<file path="src/rtl/config_bus_pkg.sv">
// Shared types and constants for the configuration bus loader.
`timescale 1ns/1ps
package config_bus_pkg;

  // Loader control states.
  typedef enum logic [2:0] {
    StIdle,
    StCntLo,
    StCntHi,
    StRec,
    StWrite,
    StDone
  } state_e;

  // Block ids carried in config_addr[31:16]; id 0 is never decoded by a tile.
  localparam logic [15:0] CONFIG_RESERVED      = 16'd0;
  localparam logic [15:0] CONFIG_compute_block = 16'd4;
  localparam logic [15:0] CONFIG_cb1           = 16'd5;
  localparam logic [15:0] CONFIG_cb0           = 16'd6;
  localparam logic [15:0] CONFIG_sb            = 16'd7;

  // One record is a 32-bit address followed by 32-bit data, little-endian.
  localparam int unsigned RECORD_BYTES = 8;
  localparam int unsigned RECORD_W     = 8 * RECORD_BYTES;

endpackage

</file>
<file path="src/rtl/config_loader_if.sv">
// Byte-stream input and configuration-bus output of the loader.
`timescale 1ns/1ps
interface config_loader_if;
  logic [7:0]  in_data;
  logic        in_valid;
  logic        in_ready;
  logic [31:0] config_addr;
  logic [31:0] config_data;

  // The loader side: consumes the stream, drives the bus.
  modport master (
    input  in_data,
    input  in_valid,
    output in_ready,
    output config_addr,
    output config_data
  );

  // The environment side: supplies the stream, observes the bus.
  modport slave (
    output in_data,
    output in_valid,
    input  in_ready,
    input  config_addr,
    input  config_data
  );
endinterface

</file>
<file path="src/rtl/byte_shift_assembler.sv">
// Collects little-endian stream bytes into one (addr, data) record.
`timescale 1ns/1ps
module byte_shift_assembler
  import config_bus_pkg::*;
(
  input  logic                clk,
  input  logic                reset,
  input  logic                clear_i,
  input  logic                shift_i,
  input  logic [7:0]          byte_i,
  output logic [RECORD_W-1:0] record_o,
  output logic                last_o
);

  localparam int unsigned IdxW = $clog2(RECORD_BYTES);
  localparam logic [IdxW-1:0] IdxLast = IdxW'(RECORD_BYTES - 1);

  logic [RECORD_W-1:0] record_q;
  logic [IdxW-1:0]     idx_q;

  // record_o already includes the byte being shifted in, so the loader can latch the
  // complete record on the same edge that accepts the final byte.
  assign record_o = {byte_i, record_q[RECORD_W-1:8]};
  assign last_o   = shift_i && (idx_q == IdxLast);

  // Shift register and byte index; index wraps to 0 after the last byte.
  always_ff @(posedge clk) begin
    if (reset || clear_i) begin
      record_q <= '0;
      idx_q    <= '0;
    end else if (shift_i) begin
      record_q <= record_o;
      idx_q    <= idx_q + IdxW'(1);
    end
  end

endmodule

</file>
<file path="src/rtl/config_loader.sv">
// Configuration-bus master: reads a record count then (addr, data) records from a byte
// stream and issues one single-cycle bus write per record.
`timescale 1ns/1ps
module config_loader
  import config_bus_pkg::*;
#(
  parameter logic [31:0] IDLE_ADDR   = 32'h0000_0000,
  parameter logic [15:0] MAX_RECORDS = 16'hFFFF
) (
  input  logic                   clk,
  input  logic                   reset,
  input  logic                   start,
  config_loader_if.master        bus,
  output logic                   busy,
  output logic                   done,
  output logic                   error,
  output logic [15:0]            records_written
);

  state_e        state_q, state_d;
  logic [15:0]   count_q, count_d;
  logic [7:0]    cnt_lo_q, cnt_lo_d;
  logic [15:0]   rw_q, rw_d;
  logic          error_q, error_d;
  logic          in_ready_q, in_ready_d;
  logic          busy_q, busy_d;
  logic          done_q, done_d;
  logic [31:0]   addr_q, addr_d;
  logic [31:0]   data_q, data_d;

  logic                xfer;
  logic                asm_clear;
  logic                asm_shift;
  logic                asm_last;
  logic [RECORD_W-1:0] asm_record;
  logic [15:0]         cnt_full;

  assign xfer      = bus.in_valid && in_ready_q;
  assign asm_shift = xfer && (state_q == StRec);
  assign cnt_full  = {bus.in_data, cnt_lo_q};

  byte_shift_assembler u_asm (
    .clk      (clk),
    .reset    (reset),
    .clear_i  (asm_clear),
    .shift_i  (asm_shift),
    .byte_i   (bus.in_data),
    .record_o (asm_record),
    .last_o   (asm_last)
  );

  // Next-state and registered-output logic.
  always_comb begin
    state_d   = state_q;
    count_d   = count_q;
    cnt_lo_d  = cnt_lo_q;
    rw_d      = rw_q;
    error_d   = error_q;
    addr_d    = IDLE_ADDR;
    data_d    = data_q;
    asm_clear = 1'b0;

    unique case (state_q)
      StIdle: begin
        if (start) begin
          state_d   = StCntLo;
          error_d   = 1'b0;
          rw_d      = '0;
          asm_clear = 1'b1;
        end
      end
      StCntLo: begin
        if (xfer) begin
          cnt_lo_d = bus.in_data;
          state_d  = StCntHi;
        end
      end
      StCntHi: begin
        if (xfer) begin
          if (cnt_full > MAX_RECORDS) begin
            count_d = MAX_RECORDS;
            error_d = 1'b1;
          end else begin
            count_d = cnt_full;
          end
          state_d = (count_d == '0) ? StDone : StRec;
        end
      end
      StRec: begin
        if (asm_last) begin
          state_d = StWrite;
          addr_d  = asm_record[31:0];
          data_d  = asm_record[63:32];
        end
      end
      StWrite: begin
        rw_d    = rw_q + 16'd1;
        count_d = count_q - 16'd1;
        state_d = (count_q == 16'd1) ? StDone : StRec;
      end
      StDone: begin
        state_d = StIdle;
      end
      default: begin
        state_d = StIdle;
      end
    endcase

    in_ready_d = (state_d == StCntLo) || (state_d == StCntHi) || (state_d == StRec);
    busy_d     = (state_d != StIdle);
    done_d     = (state_d == StDone);
  end

  // State and output registers; reset also drops any partial record.
  always_ff @(posedge clk) begin
    if (reset) begin
      state_q    <= StIdle;
      count_q    <= '0;
      cnt_lo_q   <= '0;
      rw_q       <= '0;
      error_q    <= 1'b0;
      in_ready_q <= 1'b0;
      busy_q     <= 1'b0;
      done_q     <= 1'b0;
      addr_q     <= IDLE_ADDR;
      data_q     <= '0;
    end else begin
      state_q    <= state_d;
      count_q    <= count_d;
      cnt_lo_q   <= cnt_lo_d;
      rw_q       <= rw_d;
      error_q    <= error_d;
      in_ready_q <= in_ready_d;
      busy_q     <= busy_d;
      done_q     <= done_d;
      addr_q     <= addr_d;
      data_q     <= data_d;
    end
  end

  assign bus.in_ready    = in_ready_q;
  assign bus.config_addr = addr_q;
  assign bus.config_data = data_q;
  assign busy            = busy_q;
  assign done            = done_q;
  assign error           = error_q;
  assign records_written = rw_q;

endmodule

</file>
<file path="src/flat_wrapper.sv">
// flat-port wrapper written by rule: the top's interface ports become plain ports
module config_loader_flat import config_bus_pkg::*;
#(
  parameter logic [31:0] IDLE_ADDR   = 32'h0000_0000,
  parameter logic [15:0] MAX_RECORDS = 16'hFFFF
)
  (clk, reset, start, busy, done, error, records_written, bus_in_data, bus_in_valid, bus_in_ready, bus_config_addr, bus_config_data);
  config_loader_if bus_i ();
  input  logic clk;
  input  logic reset;
  input  logic start;
  output logic busy;
  output logic done;
  output logic error;
  output logic [15:0] records_written;
  input wire logic [$bits(bus_i.in_data)-1:0] bus_in_data;
  input wire logic [$bits(bus_i.in_valid)-1:0] bus_in_valid;
  output wire logic [$bits(bus_i.in_ready)-1:0] bus_in_ready;
  output wire logic [$bits(bus_i.config_addr)-1:0] bus_config_addr;
  output wire logic [$bits(bus_i.config_data)-1:0] bus_config_data;
  assign bus_i.in_data = bus_in_data;
  assign bus_i.in_valid = bus_in_valid;
  assign bus_in_ready = bus_i.in_ready;
  assign bus_config_addr = bus_i.config_addr;
  assign bus_config_data = bus_i.config_data;
  config_loader #(.IDLE_ADDR(IDLE_ADDR), .MAX_RECORDS(MAX_RECORDS)) u_core (.clk(clk), .reset(reset), .start(start), .bus(bus_i), .busy(busy), .done(done), .error(error), .records_written(records_written));
endmodule
</file>
<file path="config.mk">
export PLATFORM = sky130hd
export DESIGN_NAME = config_loader_flat
export DESIGN_NICKNAME = d
export VERILOG_FILES = /design/src/rtl/config_bus_pkg.sv /design/src/rtl/config_loader_if.sv /design/src/rtl/byte_shift_assembler.sv /design/src/rtl/config_loader.sv /design/src/flat_wrapper.sv
export SDC_FILE = /design/constraint.sdc
export NUM_CORES = 1
export LEC_CHECK = 0
export BUFFER_PORTS_ARGS = -buffer_cell sky130_fd_sc_hd__buf_2
export CAP_MARGIN = 20
export CORE_MARGIN = 8
export CORE_UTILIZATION = 50
export CTS_BUF_LIST = sky130_fd_sc_hd__clkbuf_4 sky130_fd_sc_hd__clkbuf_8
export CTS_CLUSTER_SIZE = 40
export DETAILED_ROUTE_END_ITERATION = 8
export HOLD_SLACK_MARGIN = 0.03
export PLACE_DENSITY = 0.71
export SLEW_MARGIN = 30
export SYNTH_ARGS = -nofsm -noshare
export SYNTH_HDL_FRONTEND = slang
export SYNTH_SLANG_ARGS = --single-unit
</file>
<file path="constraint.sdc">
create_clock -name clk -period 2.5 [get_ports clk]
set_input_delay 0 -clock clk [delete_from_list [all_inputs] [get_ports clk]]
set_output_delay 0 -clock clk [all_outputs]
set_load 0.01 [all_outputs]
</file>
==> impl_metrics.env <==
export IMPL_netlist_area_um2=6380
export IMPL_grt_antenna_before_repair=0
export IMPL_crit_path_start_kind="flip-flop"
export IMPL_post_cts_buffers=0
export IMPL_synthToLayoutAreaGrowth_pct=18.6
export IMPL_drt_pass1_iter_count=5
export IMPL_grt_pass1_wl_um=24400
export IMPL_drive_gt1_share_pct=18.4
export IMPL_grt_pass1_vias=5168
export IMPL_ys_flop_type="dfxtp_1"
export IMPL_period_share_pct=86.9
export IMPL_async_reset_ff_share_pct=0
export IMPL_io_buffers=95
export IMPL_die_w_um=129
export IMPL_num_io_pins=96
export IMPL_grt_use_total_pct=18.1
export IMPL_maxSlewViolCount=0
export IMPL_cts_sinks=170
export IMPL_fin_nets=862
export IMPL_n_antenna_cell=0
export IMPL_setup_violations=0
export IMPL_clk_pin_slew_worst_paths_ns=0.09
export IMPL_first_iter_violations=376
export IMPL_fmax_mhz=460
export IMPL_die_area_um2=16600
export IMPL_clockRootBuffer="clkbuf_8"
export IMPL_fin_skew_ns=0.0126
export IMPL_cts_tree="done"
export IMPL_slew_headroom_pct=47.8
export IMPL_crit_type="flip-flop to flip-flop"
export IMPL_rsz0062_at_grt="false"
export IMPL_tns_ns=0
export IMPL_ys_seq_area_share_pct=53.3
export IMPL_arrival_ns=2.57
export IMPL_rows=41
export IMPL_period_needed_ns=2.17
export IMPL_wl_per_cell_um=14.4
export IMPL_critPathMaxFanout=10
export IMPL_ys_warn_count=0
export IMPL_cts_max_level=4
export IMPL_worstSkewPairLatency_ns=0.46
export IMPL_ant_nets=0
export IMPL_ys_ff_latch=170
export IMPL_critPathRequiredTime_ns=2.89
export IMPL_gp_congestion=0.856
export IMPL_synth_nets=771
export IMPL_syn_area_per_cell_um2=8.46
export IMPL_peakVddDrop_mv=0.488
export IMPL_cts_inserted_buffers=17
export IMPL_vias=5437
export IMPL_yosys_cell_types_count=59
export IMPL_drt_total_wl_um=14900
export IMPL_maxCapViolCount=0
export IMPL_viasPerCell=5.28
export IMPL_drcViolationCount=0
export IMPL_p_per_area_nw_per_um2=680
export IMPL_leakagePower_nw=2.98
export IMPL_syn_inst=754
export IMPL_synth_edf_count=0
export IMPL_final_util_pct=60.4
export IMPL_die_height_um=129
export IMPL_status="completed"
export IMPL_grt_overflow=0
export IMPL_tightestPinTransition_ns=0.778
export IMPL_end_kind="flip-flop"
export IMPL_core_area_um2=12500
export IMPL_hp_class="primary input to flip-flop"
export IMPL_hpwl_um=10300
export IMPL_start_util_pct=51.0
export IMPL_cts_buffer_depth=2
export IMPL_hold_viol=0
export IMPL_grt_max_degree=46
## state kept, by name (all words and copies together), names as in the netlist
signal	count
u_core.cnt_lo_q	8
u_core.bus.in_ready	1
u_core.state_q	3
u_core.bus.config_data	32
u_core.done	1
u_core.u_asm.idx_q	3
u_core.count_q	16
u_core.records_written	16
u_core.error	1
u_core.busy	1
u_core.bus.config_addr	32
u_core.u_asm.record_q	56
## worst max-delay path, cell delays in order (launching register included)
cell	delay, ns
dfxtp_1	0.53
or3b_1	0.63
nor3_4	0.33
and3_1	0.21
mux2_1	0.32
nor2_1	0.10
## worst paths after layout
check	slack, ns	startpoint	cells after the start	to
worst max-delay path	0.33	u_core.state_q[2]$_SDFF_PP0_	5	u_core.records_written[7]$_SDFFE_PP0P_
worst min-delay path	0.12	start	5	u_core.records_written[7]$_SDFFE_PP0P_
worst max register to register	0.33	u_core.state_q[2]$_SDFF_PP0_	5	u_core.records_written[7]$_SDFFE_PP0P_
worst min register to register	0.43	u_core.error$_SDFFE_PP0P_	2	u_core.error$_SDFFE_PP0P_
## cells by family after synthesis
group                      synth area share (%)
and+or+nand+nor                            25.1
DFF                                        53.3
AOI/OAI and AO/OA                          14.5
buffers and inverters                      3.63
muxes                                      2.12
adders and majority gates                 0.981
xor gates and xnor gates                  0.275
## report_power, final
group / internal [mW] / switching, mW
Sequential: 2.73 / 0.0331
Clock: 1.15 / 0.996
Combinational: 0.0813 / 0.160
Total: 3.96 / 1.19
## cells in the mapped netlist, types with 4 or more instances
cell	count	area, um^2
inv_1	8	30.0
and2_1	35	219
nor4_1	8	50.1
nor3_1	7	35.0
ha_1	5	62.6
nor2_1	50	188
nand2b_1	4	25.0
mux2i_1	9	90.1
buf_2	5	25.0
nand2_1	197	739
dfxtp_1	170	3400
o21ai_0	14	70.1
nand3b_1	4	30.0
clkbuf_1	35	131
nand3_1	11	55.1
a21oi_1	119	596
o211ai_1	5	37.5
a31oi_1	6	37.5
## cell usage in the layout, fill, tap and decap left out, drive strengths merged, types with 4 or more instances in the layout
master | synthesis | layout
buf | 11 | 109
a21oi | 119 | 119
mux2i | 9 | 9
o21ai | 17 | 17
dlygate4sd3 | 0 | 9
dfxtp | 170 | 170
ha | 5 | 5
inv | 8 | 10
nor3 | 8 | 8
a31oi | 6 | 6
clkbuf | 35 | 19
nand3 | 11 | 11
nand2 | 197 | 197
nor2 | 52 | 52
nor4 | 9 | 9
mux2 | 4 | 4
bufinv | 0 | 4
nand3b | 4 | 4
o211ai | 5 | 5
clkinv | 0 | 4
and2 | 35 | 35
nand2b | 4 | 4
## per-stage QoR
step / cell area, um^2 / cells / power, mW / hold WS [ns] / worst slack [ns]
after floorplan: 6380 / 754 / 2.98 / 0.136 / 0.744
after global placement: 6970 / 987 / 3.04 / 0.295 / 0.489
after detailed placement: 7020 / 989 / 3.05 / 0.305 / 0.364
after CTS: 7560 / 1029 / 5.18 / 0.0990 / 0.342
after global routing: 7560 / 1029 / 5.32 / 0.159 / 0.239
final: 7560 / 1029 / 5.15 / 0.122 / 0.327
## final cells by class
cell class / instances / area, um^2
Inverter: 8 / 30.0
Sequential cell: 170 / 3400
Fill cell: 1124 / 4950
Timing Repair Buffer: 118 / 711
Clock inverter: 12 / 188
Multi-Input combinational cell: 530 / 2760
Tap cell: 172 / 215
Clock buffer: 19 / 262
## metal layers
layer / share of wire, % / GRT usage (%) / wire [um] / up-vias
met5: 0 / 0 / 0 / -
met4: 1.8 / 7.46 / 263 / 0
met3: 7.1 / 5.38 / 1050 / 22
met2: 46 / 29.6 / 6860 / 156
met1: 45 / 21.7 / 6690 / 2539
li1: - / - / - / 2720
## what timing repair did
action | in CTS | in global routing
hold buffers | 9 | 0
gates resized for setup | 0 | 0
endpoints found under the hold margin | 35 | 0
Note: power is estimated with default switching activity, not from simulation.
